### config.mk
export PLATFORM = sky130hd
export DESIGN_NAME = cpu_trace_buffer
export DESIGN_NICKNAME = d
export VERILOG_FILES = /design/src/rtl/cpu_trace_buffer.sv
export SDC_FILE = /design/constraint.sdc
export NUM_CORES = 1
export LEC_CHECK = 0
export BUFFER_PORTS_ARGS = -buffer_cell sky130_fd_sc_hd__buf_2
export CORE_AREA = 2 2 357 430
export CTS_BUF_LIST = sky130_fd_sc_hd__clkbuf_4 sky130_fd_sc_hd__clkbuf_8 sky130_fd_sc_hd__clkbuf_16
export DETAILED_ROUTE_END_ITERATION = 6
export DIE_AREA = 0 0 359 432
export PLACE_DENSITY = 0.5
export RECOVER_POWER = 100
export SETUP_SLACK_MARGIN = 0.5
export SYNTH_ARGS = -nofsm -noshare
export SYNTH_HDL_FRONTEND = slang
export SYNTH_SLANG_ARGS = --single-unit
### constraint.sdc
create_clock -name CLK -period 18 [get_ports CLK]
set_input_delay 3.6 -clock CLK [delete_from_list [all_inputs] [get_ports CLK]]
set_output_delay 3.6 -clock CLK [all_outputs]
set_load 0.005 [all_outputs]
### src/rtl/cpu_trace_buffer.sv
// Trigger-qualified trace buffer for CPU ALU activity: records {A, B, flags} samples
// around a flag-pattern trigger into a circular buffer, then drains them oldest-first.
module cpu_trace_buffer #(
    parameter int DATA_W   = 32,
    parameter int DEPTH    = 16,
    parameter int PRE_TRIG = 4
) (
    input  logic                       CLK,
    input  logic                       RST,
    input  logic [DATA_W-1:0]          A,
    input  logic [DATA_W-1:0]          B,
    input  logic [3:0]                 FLAGS,
    input  logic                       SAMPLE_EN,
    input  logic                       ARM,
    input  logic [3:0]                 TRIG_MASK,
    input  logic [3:0]                 TRIG_VAL,
    input  logic                       RD_EN,
    output logic [2*DATA_W+3:0]        RD_DATA,
    output logic                       RD_VALID,
    output logic [1:0]                 STATE,
    output logic [$clog2(DEPTH):0]     COUNT
);

    localparam int AW = $clog2(DEPTH);
    localparam int EW = 2 * DATA_W + 4;
    localparam logic [AW:0] DEPTH_C   = (AW+1)'(DEPTH);
    localparam logic [AW:0] PRE_C     = (AW+1)'(PRE_TRIG);
    localparam logic [AW:0] POST_LOAD = (AW+1)'(DEPTH - PRE_TRIG - 1);

    typedef enum logic [1:0] {
        S_IDLE  = 2'd0,
        S_ARMED = 2'd1,
        S_POST  = 2'd2,
        S_DONE  = 2'd3
    } state_e;

    state_e          state_q, state_d;
    logic [AW-1:0]   wp_q, wp_d;
    logic [AW-1:0]   rp_q, rp_d;
    logic [AW:0]     count_q, count_d;
    logic [AW:0]     post_q, post_d;
    logic [EW-1:0]   rd_data_q, rd_data_d;
    logic            rd_valid_q, rd_valid_d;

    logic [EW-1:0]   mem [DEPTH];
    logic            we;
    logic [EW-1:0]   wdata;
    logic            flag_hit;
    logic [AW:0]     count_inc;

    assign wdata     = {A, B, FLAGS};
    assign flag_hit  = ((FLAGS & TRIG_MASK) == (TRIG_VAL & TRIG_MASK));
    assign count_inc = (count_q == DEPTH_C) ? count_q : count_q + 1'b1;

    always_comb begin
        // NOTE: every signal gets a default before any branch so no latch is inferred.
        state_d    = state_q;
        wp_d       = wp_q;
        rp_d       = rp_q;
        count_d    = count_q;
        post_d     = post_q;
        rd_data_d  = rd_data_q;
        rd_valid_d = 1'b0;
        we         = 1'b0;

        if (ARM) begin
            state_d = S_ARMED;
            wp_d    = '0;
            rp_d    = '0;
            count_d = '0;
            post_d  = '0;
        end else begin
            unique case (state_q)
                S_IDLE: ;
                S_ARMED: begin
                    if (SAMPLE_EN) begin
                        we      = 1'b1;
                        wp_d    = wp_q + 1'b1;
                        count_d = count_inc;
                        // count_q is the depth of history before this sample
                        if (flag_hit && count_q >= PRE_C) begin
                            if (POST_LOAD == '0) begin
                                state_d = S_DONE;
                                rp_d    = wp_q + 1'b1;
                                count_d = DEPTH_C;
                            end else begin
                                state_d = S_POST;
                                post_d  = POST_LOAD;
                            end
                        end
                    end
                end
                S_POST: begin
                    if (SAMPLE_EN) begin
                        we      = 1'b1;
                        wp_d    = wp_q + 1'b1;
                        count_d = count_inc;
                        post_d  = post_q - 1'b1;
                        if (post_q == 1) begin
                            state_d = S_DONE;
                            rp_d    = wp_q + 1'b1;
                            count_d = DEPTH_C;
                        end
                    end
                end
                S_DONE: begin
                    if (RD_EN && count_q != '0) begin
                        rd_valid_d = 1'b1;
                        rd_data_d  = mem[rp_q];
                        rp_d       = rp_q + 1'b1;
                        count_d    = count_q - 1'b1;
                        if (count_q == 1) begin
                            state_d = S_IDLE;
                        end
                    end
                end
                default: state_d = S_IDLE;
            endcase
        end
    end

    // NOTE: sequential state uses non-blocking assignments so all flops update together.
    always_ff @(posedge CLK or negedge RST) begin
        if (!RST) begin
            state_q    <= S_IDLE;
            wp_q       <= '0;
            rp_q       <= '0;
            count_q    <= '0;
            post_q     <= '0;
            rd_data_q  <= '0;
            rd_valid_q <= 1'b0;
        end else begin
            state_q    <= state_d;
            wp_q       <= wp_d;
            rp_q       <= rp_d;
            count_q    <= count_d;
            post_q     <= post_d;
            rd_data_q  <= rd_data_d;
            rd_valid_q <= rd_valid_d;
        end
    end

    // NOTE: storage array has no reset; COUNT/state guard against reading stale entries.
    always_ff @(posedge CLK) begin
        if (we) begin
            mem[wp_q] <= wdata;
        end
    end

    assign RD_DATA  = rd_data_q;
    assign RD_VALID = rd_valid_q;
    assign STATE    = state_q;
    assign COUNT    = count_q;

endmodule
==> flow_summary.yaml <==
setup_path:
  r2r-end: "RD_DATA[61]"
  crit_required_ns: 18.53
  crit_type: "input pin to flip-flop"
  cpMostUsedCell: "clkbuf_1"
  rrSetupSlack_ns: 10.36
  max_stage_delay_ns: 1.87
  r2r-start: "COUNT[1]"
  crit_cells: 8
  worstPathArrival_ns: 11.01
  crit_fanout: 39
  startpoint_type: "input pin"
  path_delay_family: "buffers and inverters"
  cp_slowest_cell: "clkbuf_1"
  crit_chain: "clkbuf_1, inv_1, nand4_1, clkbuf_1, clkinv_1, nand2_1, buf_4, o221ai_1"
  endpoint_kind: "flip-flop"
  reg2regPathDepth: 9
  crit_buf_inv: 5
grt:
  top_usage_layer: "met2"
  grtUsageTotal_pct: 13.9
  grt_use_met3_pct: 2.70
  grt_pass1_vias: 22400
  grt.met1_usage_pct: 17.8
  grt_pass1_wl_mm: 158
  grt_max_degree: 69
  grt.overflow.total: 0
  gr-usage-met2_pct: 24.0
  antenna_found_initial: 18
timing:
  rsz0062_at_grt: "false"
  worst-slew-pin-transition_ns: 3.98
  final_hold_viol_count: 0
  clock_skew_ns: 0.0479
  min_period_over_period_pct: 58.2
  slew_headroom_pct: -166
  setup_viol: 0
  setup_slack_ns: 7.52
  drv_slew: 1324
  max_freq_mhz: 95.4
  min_period_ns: 10.48
  fin_hold_ws_ns: 0.505
  fin_tns_setup_ns: 0
finish:
  drive_above_1_share_pct: 23.5
  fin_nets: 2308
  regArea_um2: 34900
  design_area_um2: 51700
  n_fill_cell: 14000
  multi_input_area_um2: 9550
  area_growth_pct: 14.7
clock_network:
  cts_sinks: 1177
  cts_tree: "built"
  cts_hold_buf: 0
  ctsResizeCount: 0
  clockBufferDepth: 3
  cts-buffers-inserted: 110
  clk_latency_ns: 0.72
  cts_setup_buffers: 0
  htree_num_levels: 3
  ctsRootBufferMaster: "clkbuf_16"
  clk_pin_slew_ns: 0.07
die:
  die_area_um2: 155000
  core_area_um2: 151000
  start_util_pct: 29.8
  num_rows: 157
  io-pin-count: 157
  fp.dieH_um: 432
  dieWidth_um: 359
outcome:
  violations: "design-rule violations, max-capacitance violations, max-slew violations"
  status: "finished, violations left"
pwr:
  switching_power_mw: 1.81
  power_frac_seq_pct: 46.8
  power.static_leakage_nw: 15.7
  p_sw_share_pct: 26.0
  powerDensity_nw_per_um2: 134
  pwr-share-clk_pct: 35.4
  p_int_mw: 5.14
  power_mw: 6.95
  irDropWorstVdd_v: 0.0000739
  comb_power_share_pct: 17.8
synthesis:
  synth_area_leaders: "edfxtp_1, mux4_2, dfrtp_1"
  ys_seq_elements: 1177
  ys.warnings.count: 0
  netlist_area_um2: 45100
  synth_edf_count: 1088
  synth_ff_type: "edfxtp_1"
  netlist_top_cells_count: "edfxtp_1, mux4_2, mux2i_1, dfrtp_1, nand2_1"
  synth_cells: 2016
  synthArstFlopShare_pct: 7.56
  synth_most_common_cell: "edfxtp_1"
  synth_top_area_share_pct: 72.5
  avgSynthCellArea_um2: 22.4
  seq_area_frac_synth_pct: 77.4
  ys_types: 59
  synth_nets: 2111
  yosys.area.top_type: "edfxtp_1"
drt:
  wire_per_inst_um: 25.2
  route.detailed.drc: 1
  vias: 20900
  ant_nets: 0
  vias_per_cell: 4.86
  dr.pass1.iters: 7
  totalWireLength_mm: 108
  drt_iter0_drc: 2057
job:
  maxCapViolations: 37
placed_design:
  dpl_cell_area_um2: 48300
  port_buffers: 156
  gp_congestion: 0.748
  hpwl_mm: 60.6
  dp_slack_ns: 10.81
min_path:
  holdPathEnd: "RD_DATA[38]"
  holdPathStages: 2
  min-delay-start: "RD_DATA[38]"
  min_path_type: "flip-flop to flip-flop"
==> per-layer routing <==
metal	part of all wire (%)	wire, um	vias to the layer above
met5	0.12	134	-
met4	2.0	2160	26
met3	5.2	5590	171
met2	51	54800	530
met1	42	45600	11300
li1	-	-	8878
==> power groups by stage <==
stage | sequential (mW) | combinational (mW) | clock [mW]
final | 3.25 | 1.24 | 2.46
after global routing | 3.27 | 1.36 | 2.61
after CTS | 3.25 | 1.31 | 2.52
after detailed placement | 3.31 | 1.31 | 0
after global placement | 3.30 | 1.29 | 0
after floorplan | 3.23 | 0.924 | 0
==> how the worst max path moves through the flow <==
stage,slack (ns),end,startpoint
final,7.52,RD_DATA[61],ARM
after global routing,7.10,RD_DATA[64],ARM
after global placement,10.87,RD_DATA[53],ARM
after detailed placement,10.81,RD_DATA[61],ARM
after CTS,11.58,RD_DATA[61],ARM
after floorplan,8.49,mem[3][0],SAMPLE_EN
==> flip-flops by register name (all words and copies together) (netlist names) <==
name,flops
COUNT,5
RD_VALID,1
RD_DATA,68
STATE,2
wp_q,4
post_q,5
mem,1088
rp_q,4
==> layout by cell type (no fill, tap or decap), types with 7 or more instances in the layout <==
cell type / netlist / final
nor2_1: 25 / 21
mux4_2: 272 / 272
buf_2: 39 / 28
edfxtp_1: 1088 / 1088
o221ai_1: 48 / 63
mux2i_1: 141 / 141
inv_1: 12 / 12
nand3_1: 10 / 10
buf_4: 3 / 15
clkbuf_16: 0 / 111
xor2_1: 7 / 7
dfrtp_1: 89 / 86
bufinv_16: 0 / 12
nor3_1: 10 / 10
clkbuf_1: 65 / 152
ha_1: 14 / 14
clkbuf_8: 0 / 19
clkbuf_4: 0 / 26
a21oi_1: 8 / 9
a31oi_1: 8 / 8
clkinv_2: 0 / 22
nand2_1: 85 / 86
==> cell families after synthesis <==
| kind of cell | count (synthesis) | synth area share (%) |
|---|---|---|
| AO/OA/AOI/OAI | 116 | 2.35 |
| flip-flops | 1177 | 77.4 |
| AND/OR/NAND/NOR | 159 | 1.65 |
| buffers and inverters | 125 | 1.24 |
| XOR/XNOR | 9 | 0.175 |
| multiplexers | 416 | 16.8 |
| adder cells (fa/ha/maj) | 14 | 0.389 |
==> stage by stage <==
stage | std cells | util, %
6_report | 4300 | 34.1
5_1_grt | 4298 | 34.1
4_1_cts | 4297 | 34.4
3_5_place_dp | 4088 | 31.9
3_3_place_gp | 4088 | 31.9
2_1_floorplan | 2016 | -
==> worst min-delay path, stage by stage (launching register included) <==
cell and delay, ns:
dfrtp_1 0.36, nand2_1 0.05, o221ai_1 0.06
==> cell type report <==
type	count	area share, %
sequential	1177	67.5
antenna	3	0.0145
inverter	13	0.0944
timing repair buffer	197	1.61
multi-input combinational	714	18.5
tap	1987	4.81
clock inverter	53	1.26
clock buffer	156	6.25
(Power assumes the default switching activity.)
